### src/rtl/acc_pkg.sv
// Shared types and constants for the accumulator streaming controller.
// Holds the controller state encoding, datapath widths and drain timeout.
package acc_pkg;

   localparam int IN_DATA_WIDTH     = 8;
   localparam int DWIDTH            = 16;
   localparam int AWIDTH            = 8;
   localparam int ACC_DRAIN_TIMEOUT = 15;

   typedef enum logic [2:0] {
      IDLE,
      CLEAR,
      STREAM,
      DRAIN,
      DONE
   } acc_stream_state_t;

endpackage

### src/rtl/acc_fall_detect.sv
// Registers the accumulator valid and flags its falling edge.
// Ports: clk, reset (async high), valid_i, fall_o (1-cycle pulse).
module acc_fall_detect (
   input  logic clk,
   input  logic reset,
   input  logic valid_i,
   output logic fall_o
);

   logic valid_q;

   always_ff @(posedge clk or posedge reset) begin
      if (reset) valid_q <= 1'b0;
      else       valid_q <= valid_i;
   end

   assign fall_o = valid_q & ~valid_i;

endmodule

### src/rtl/acc_stream_ctrl.sv
// Streams num_cnt_i operands from a sync-read memory into the accumulator,
// captures the final sum on result_o and pulses done_o.
// Ports: start_i/num_cnt_i command, mem_* read port, acc_* accumulator side,
// busy_o/done_o/result_o/err_o status.
// Optional macro ACC_STREAM_TIMEOUT_EN: drain watchdog driving err_o.
module acc_stream_ctrl
   import acc_pkg::*;
#(
   parameter int IN_DATA_WIDTH = acc_pkg::IN_DATA_WIDTH,
   parameter int DWIDTH        = acc_pkg::DWIDTH,
   parameter int AWIDTH        = acc_pkg::AWIDTH
) (
   input  logic                     clk,
   input  logic                     reset,
   input  logic                     start_i,
   input  logic [AWIDTH:0]          num_cnt_i,
   output logic                     mem_ce_o,
   output logic [AWIDTH-1:0]        mem_addr_o,
   input  logic [IN_DATA_WIDTH-1:0] mem_q_i,
   output logic                     acc_run_o,
   output logic                     acc_valid_o,
   output logic [IN_DATA_WIDTH-1:0] acc_number_o,
   input  logic                     acc_valid_i,
   input  logic [DWIDTH-1:0]        acc_result_i,
   output logic                     busy_o,
   output logic                     done_o,
   output logic [DWIDTH-1:0]        result_o,
   output logic                     err_o
);

   acc_stream_state_t state_q, state_d;
   logic [AWIDTH:0]   cnt_q, cnt_d;
   logic [AWIDTH:0]   idx_q, idx_d;
   logic [DWIDTH-1:0] result_q, result_d;
   logic              valid_q;
   logic              fall;

`ifdef ACC_STREAM_TIMEOUT_EN
   logic [3:0] wdog_q, wdog_d;
   logic       err_q, err_d;
`endif

   acc_fall_detect u_fall (
      .clk     (clk),
      .reset   (reset),
      .valid_i (acc_valid_i),
      .fall_o  (fall)
   );

   always_ff @(posedge clk or posedge reset) begin
      if (reset) begin
         state_q  <= IDLE;
         cnt_q    <= '0;
         idx_q    <= '0;
         result_q <= '0;
         valid_q  <= 1'b0;
`ifdef ACC_STREAM_TIMEOUT_EN
         wdog_q   <= '0;
         err_q    <= 1'b0;
`endif
      end else begin
         state_q  <= state_d;
         cnt_q    <= cnt_d;
         idx_q    <= idx_d;
         result_q <= result_d;
         valid_q  <= mem_ce_o;
`ifdef ACC_STREAM_TIMEOUT_EN
         wdog_q   <= wdog_d;
         err_q    <= err_d;
`endif
      end
   end

   always_comb begin
      state_d  = state_q;
      cnt_d    = cnt_q;
      idx_d    = idx_q;
      result_d = result_q;
`ifdef ACC_STREAM_TIMEOUT_EN
      wdog_d   = '0;
      err_d    = err_q;
`endif
      unique case (state_q)
         IDLE: begin
            if (start_i) begin
               cnt_d   = num_cnt_i;
               state_d = CLEAR;
`ifdef ACC_STREAM_TIMEOUT_EN
               err_d   = 1'b0;
`endif
            end
         end
         CLEAR: begin
            idx_d = '0;
            if (cnt_q == '0) begin
               result_d = '0;
               state_d  = DONE;
            end else begin
               state_d  = STREAM;
            end
         end
         STREAM: begin
            idx_d = idx_q + 1'b1;
            if (idx_q == cnt_q - 1'b1) state_d = DRAIN;
         end
         DRAIN: begin
            if (fall) begin
               result_d = acc_result_i;
               state_d  = DONE;
            end
`ifdef ACC_STREAM_TIMEOUT_EN
            // wdog_q == limit-1 marks the last of the allowed drain cycles
            else if (wdog_q == 4'(ACC_DRAIN_TIMEOUT - 1)) begin
               err_d    = 1'b1;
               result_d = '0;
               state_d  = DONE;
            end else begin
               wdog_d = wdog_q + 1'b1;
            end
`endif
         end
         DONE:    state_d = IDLE;
         default: state_d = IDLE;
      endcase
   end

   assign mem_ce_o     = (state_q == STREAM);
   assign mem_addr_o   = idx_q[AWIDTH-1:0];
   assign acc_run_o    = (state_q == CLEAR);
   assign acc_valid_o  = valid_q;
   // the accumulator adds number_i once after valid falls; feed it zero
   assign acc_number_o = valid_q ? mem_q_i : '0;
   assign busy_o       = (state_q != IDLE);
   assign done_o       = (state_q == DONE);
   assign result_o     = result_q;

`ifdef ACC_STREAM_TIMEOUT_EN
   assign err_o = err_q;
`else
   assign err_o = 1'b0;
`endif

endmodule
### config.mk
export PLATFORM = sky130hd
export DESIGN_NAME = acc_stream_ctrl
export DESIGN_NICKNAME = d
export VERILOG_FILES = /design/src/rtl/acc_pkg.sv /design/src/rtl/acc_fall_detect.sv /design/src/rtl/acc_stream_ctrl.sv
export SDC_FILE = /design/constraint.sdc
export NUM_CORES = 1
export LEC_CHECK = 0
export CELL_PAD_IN_SITES_DETAIL_PLACEMENT = 1
export CELL_PAD_IN_SITES_GLOBAL_PLACEMENT = 2
export CORE_MARGIN = 5
export CORE_UTILIZATION = 24
export CTS_CLUSTER_DIAMETER = 30
export DETAILED_ROUTE_END_ITERATION = 16
export PLACE_DENSITY = 0.86
export RECOVER_POWER = 100
export SYNTH_ARGS = -nofsm -noshare
export SYNTH_HDL_FRONTEND = slang
export SYNTH_SLANG_ARGS = --single-unit
### constraint.sdc
create_clock -name clk -period 2 [get_ports clk]
set_input_delay 0.6 -clock clk [delete_from_list [all_inputs] [get_ports clk]]
set_output_delay 0.6 -clock clk [all_outputs]
set_load 0.005 [all_outputs]
Yosys cells after proc, flatten, opt, wreduce, memory -nomap -nowiden

Cells that the tools add are included.

Equality and inequality tests: 9
Shift operators: 0
Order comparisons: 0
$add $sub $neg: 2
Div/mod/pow operators: 0
Bitwise operators: 2
$mul: 0
Reductions and logical operators: 8
Mux-type cells: 10

Operator list:

| cell                                                  | number |
|---|---|
| two-way mux 16 bit                                    | 2 |
| case mux 16 bit (2 select lines)                      | 1 |
| case mux 9 bit (2 select lines)                       | 1 |
| two-way mux 3 bit                                     | 4 |
| case mux 3 bit (4 select lines)                       | 1 |
| adder 9 x 1 -> 9 bit, second input constant           | 1 |
| == test 9 bit                                         | 1 |
| logical NOT 9 bit                                     | 1 |
| subtractor 9 x 1 -> 9 bit, second input constant      | 1 |
| two-way mux 8 bit                                     | 1 |
| == test 3 x 2 -> 1 bit, second input constant         | 2 |
| AND reduction 3 bit                                   | 2 |
| inequality test 2 x 1 -> 1 bit, second input constant | 2 |
| inequality test 2 bit, second input constant          | 2 |
| nonzero test 2 bit                                    | 2 |
| == test 3 x 1 -> 1 bit, second input constant         | 1 |
| == test 3 bit, second input constant                  | 1 |
| logical NOT 3 bit                                     | 1 |
| nonzero test 3 bit                                    | 1 |
| AND reduction 2 bit                                   | 1 |
| AND 1 bit                                             | 1 |
| inverter 1 bit                                        | 1 |

Register bits after elaboration: 39
Memory bits (read-only): 0
Latch bits: 0
Memories: 0
Output and inout port bits: 38
Memory bits (writable): 0

Depth between registers and ports, before layout

Depth in word-level cells: 4
Mapped depth: 8
Gate-level depth less buffers: 7

Cells and area by module

A second synthesis with hierarchy kept.

Cells, all modules: 219
Area, all modules: 2072.0 um^2

By module, submodules not included:

| module          | sequential area each (um^2) | times used | cells each | area each (um^2) |
|---|---|---|---|---|
| acc_stream_ctrl | 950.9                       | 1          | 216        | 2029.4 |
| acc_fall_detect | 25.0                        | 1          | 3          | 42.5 |

Worst setup path after synthesis

No wires, ideal clock.

Kind: register to register
Start point: register cnt_q[0]
End point: register state_q[0]
Setup time: 0.083 ns
Cell stages (with the launch flop): 9
Data arrival time: 1.778 ns
Path slack: 0.140 ns
Data required time: 1.917 ns
Cell sequence: dfrtp_1 inv_1 ha_1 buf_2 nor3b_1 xnor2_1 a31oi_1 or3_1 o21ai_0

Word-level cells in the longest chain between the ends: 4

RTL lines:

| what                                     | line                   | text |
|---|---|---|
| from (decl)                              | acc_stream_ctrl.sv:32  | `logic [AWIDTH:0] cnt_q, cnt_d;` |
| from (signal assigned)                   | acc_stream_ctrl.sv:63  | `cnt_q <= cnt_d;` |
| subtractor 9 x 1 -> 9 bit                | acc_stream_ctrl.sv:104 | `if (idx_q == cnt_q - 1'b1) state_d = DRAIN;` |
| == test 9 bit                            | acc_stream_ctrl.sv:104 |  |
| inequality test 2 x 1 -> 1 bit (no line) | -                      |  |
| AND reduction 3 bit (no line)            | -                      |  |
| to (signal assigned)                     | acc_stream_ctrl.sv:62  | `state_q <= state_d;` |
| to (decl)                                | acc_stream_ctrl.sv:31  | `acc_stream_state_t state_q, state_d;` |

Every way passes these cells.
A chain may end at the register's enable or synchronous reset.

Worst setup path after layout

Start point: input mem_q_i[4]
End point: output acc_number_o[4]

Word-level cells in the longest chain between the ends: 1

RTL lines:

| what              | line                   | text |
|---|---|---|
| from (decl)       | acc_stream_ctrl.sv:19  | `input logic [IN_DATA_WIDTH-1:0] mem_q_i,` |
| two-way mux 8 bit | acc_stream_ctrl.sv:132 | `assign acc_number_o = valid_q ? mem_q_i : '0;` |
| to (decl)         | acc_stream_ctrl.sv:22  | `output logic [IN_DATA_WIDTH-1:0] acc_number_o,` |

Every way passes these cells.

==> flow_summary.json <==
{
  "final_nets": 342,
  "synthMuxAreaShare_pct": 5.09,
  "powerDensity_mw_per_mm2": 1210,
  "cp-start-kind": "input port",
  "cp.arrival_ns": 1.39,
  "antenna_found_initial": 0,
  "placed_area_mm2": 0.00302,
  "grt_pass1_wl_um": 9780,
  "grt-busiest-layer": "met2",
  "synth_top_cell_by_area": "dfrtp_1",
  "post_drt_wl_per_cell_um": 14.7,
  "core_region_area_mm2": 0.00872,
  "firstDrtPassIters": 4,
  "fp.dieW_um": 104,
  "die_area_mm2": 0.0109,
  "numClockSinks": 39,
  "htreeDepth": 2,
  "max-cap-violations": 0,
  "post-route-cell-area_mm2": 0.00311,
  "netlist_area_mm2": 0.00214,
  "ys.flop_type": "dfrtp_1",
  "synth_adder_area_share_pct": 1.17,
  "routed_via_density": 4.50,
  "gp_congestion": 0.755,
  "cp-end-kind": "output port",
  "yosysMostFrequentCell": "nand2_1",
  "fin_crit_sh_pct": 99.4,
  "drv_slew": 0,
  "cts_tree": "built",
  "required_ns": 1.40,
  "cts_made_buffers": 5,
  "final_layout_size_suffix_gt1_share_pct": 22.2,
  "async_flop_share_pct": 100,
  "tns_ns": 0,
  "finalSetupViolations": 0,
  "port_buffers": 73,
  "synth_top_family_by_area": "simple AND/OR/NAND/NOR gates",
  "synth-edff-count": 0,
  "clk_pin_slew_worst_paths_ns": 0.07,
  "slew_headroom_pct": 40.7,
  "worst-setup-path-type": "in2out",
  "ys_ff_latch": 39,
  "use_met1_pct": 14.8,
  "gr-total-overflow": 0,
  "outcome": "complete, no violations",
  "syn_area_per_cell_um2": 9.80,
  "ant_nets": 0,
  "netlist.area_leader.share_pct": 45.7,
  "use_met3_pct": 2.67,
  "synth-simple-area-share_pct": 20.3,
  "syn_to_final_growth_pct": 45.3,
  "fmax_ghz": 0.503,
  "fin_util_pct": 35.6,
  "grt_max_degree": 34,
  "ys_seq_area_share_pct": 45.7,
  "finalHoldViolCount": 0,
  "root_buffer": "clkbuf_8",
  "cts_hold_buf": 0,
  "die_height_um": 104,
  "finalClockSkew_ns": 0.00935,
  "fillers": 1009,
  "period_minus_slack_ns": 1.99,
  "synthTopCellsByCount": "nand2_1 (44), dfrtp_1 (39), o21ai_2 (13)",
  "clock_path_buffers": 2,
  "synth_nets": 257,
  "diodes": 0,
  "row_count": 34,
  "synth_compound_area_share_pct": 14.1,
  "dp_slack_ns": -0.319,
  "ir_drop_mv": 0.351,
  "drtIter0Drc": 69,
  "io_pins": 75,
  "timing.final.ws_setup_ns": 0.0125,
  "netlist_instances": 218,
  "tightest_slew_ns": 0.889,
  "dpl.hpwl_um": 4560,
  "grt_pass1_vias": 1977,
  "rsz0062_at_grt": "true",
  "wl_um": 6030,
  "grt.met2_usage_pct": 16.9,
  "ys_top_cells_by_area": "dfrtp_1 (46%), nand2_1 (7.7%), o21ai_2 (5.3%)",
  "clk_latency_ns": 0.28,
  "crit_fanout": 1,
  "start_util_pct": 24.5,
  "hold_class": "reg2reg",
  "drc": 0,
  "leakagePower_uw": 0.00133,
  "grtUsageTotal_pct": 10.8,
  "synthXorXnorAreaFrac_pct": 5.74,
  "vias": 1843,
  "ys_types": 41,
  "synth_warnings": 0
}
## layout by cell type, fill, tap and decap left out, types with 2 or more instances in the layout
cell and instances:
and2_1 7, a22o_1 2, nor3b_2 2, o21ai_0 9
clkbuf_1 3, clkdlybuf4s50_1 59, ha_1 2, buf_4 19
nor2_1 8, mux2i_1 3, nand3b_1 2, xor2_1 6
nand4_1 2, o21ai_2 13, mux2_2 7, a21oi_1 2
clkbuf_2 6, a211o_4 2, a211oi_1 2, dfrtp_1 39
clkbuf_8 5, dlygate4sd2_1 4, xnor2_1 8, nand3_1 7
o21ai_1 3, nand2_1 44, inv_1 7, nor3_1 5
or3_4 2
## final timing paths
path / start / end / slack [ns] / cells past startpoint
setup / recovery: mem_q_i[4] / acc_number_o[4] / 0.01 / 3
min in group asynchronous: reset / idx_q[3] / 0.94 / 3
setup reg to reg: cnt_q[1] / result_o[3] / 0.14 / 7
max in group asynchronous: reset / result_o[8] / 0.42 / 3
hold reg to reg: result_o[14] / result_o[14] / 0.48 / 2
hold / removal: result_o[14] / result_o[14] / 0.48 / 2
## registers in the layout, summed over array words and instances (netlist names)
register        flops
state_q             3
u_fall.valid_q      1
idx_q               9
cnt_q               9
acc_valid_o         1
result_o           16
## critical path, stage by stage
cell             delay [ns]
clkdlybuf4s50_1        0.39
and2_1                 0.14
dlygate4sd2_1          0.25
## power by group
group	switching [uW]	total (uW)	internal [uW]	leakage, uW
Sequential	274	1330	1050	0.000512
Clock	251	484	233	0.0000371
Combinational	857	1930	1080	0.000777
## what timing repair did
item / 4_1_cts / 5_1_grt
gates cloned: 0 / 1
setup endpoints to repair: 12 / 27
buffers inserted: 1 / 1
pin swaps: 1 / 1
resized for setup: 30 / 11
## cell type report
| cell class | count | area (um^2) | share of cell area [%] |
|---|---|---|---|
| Multi-Input combinational cell | 154 | 1040 | 33.4 |
| Inverter | 8 | 32.5 | 1.05 |
| Timing Repair Buffer | 95 | 853 | 27.5 |
| Clock buffer | 6 | 72.6 | 2.34 |
| Tap cell | 108 | 135 | 4.35 |
| Sequential cell | 39 | 976 | 31.4 |
## cell families after synthesis
| kind of cell | count (synthesis) |
|---|---|
| other | 1 |
| adder cells (fa/ha/maj) | 2 |
| XOR/XNOR | 14 |
| AND/OR/NAND/NOR | 86 |
| flip-flops | 39 |
| AO/OA/AOI/OAI | 40 |
| buffers and inverters | 26 |
| multiplexers | 10 |
## layer usage
layer / vias up / wire length, um
met1: 890 / 2780
met4: 0 / 44
met2: 49 / 2910
li1: 902 / -
met5: - / 0
met3: 2 / 298
## through the flow
| step | hold slack (ns) | cells | power (uW) |
|---|---|---|---|
| after detailed placement | 0.471 | 401 | 3300 |
| final | 0.481 | 410 | 3740 |
| after CTS | 0.490 | 408 | 3810 |
| after global placement | 0.463 | 401 | 3220 |
| after global routing | 0.513 | 410 | 4060 |
| after floorplan | 0.465 | 218 | 2360 |
Power figures use the tool's default switching activity.
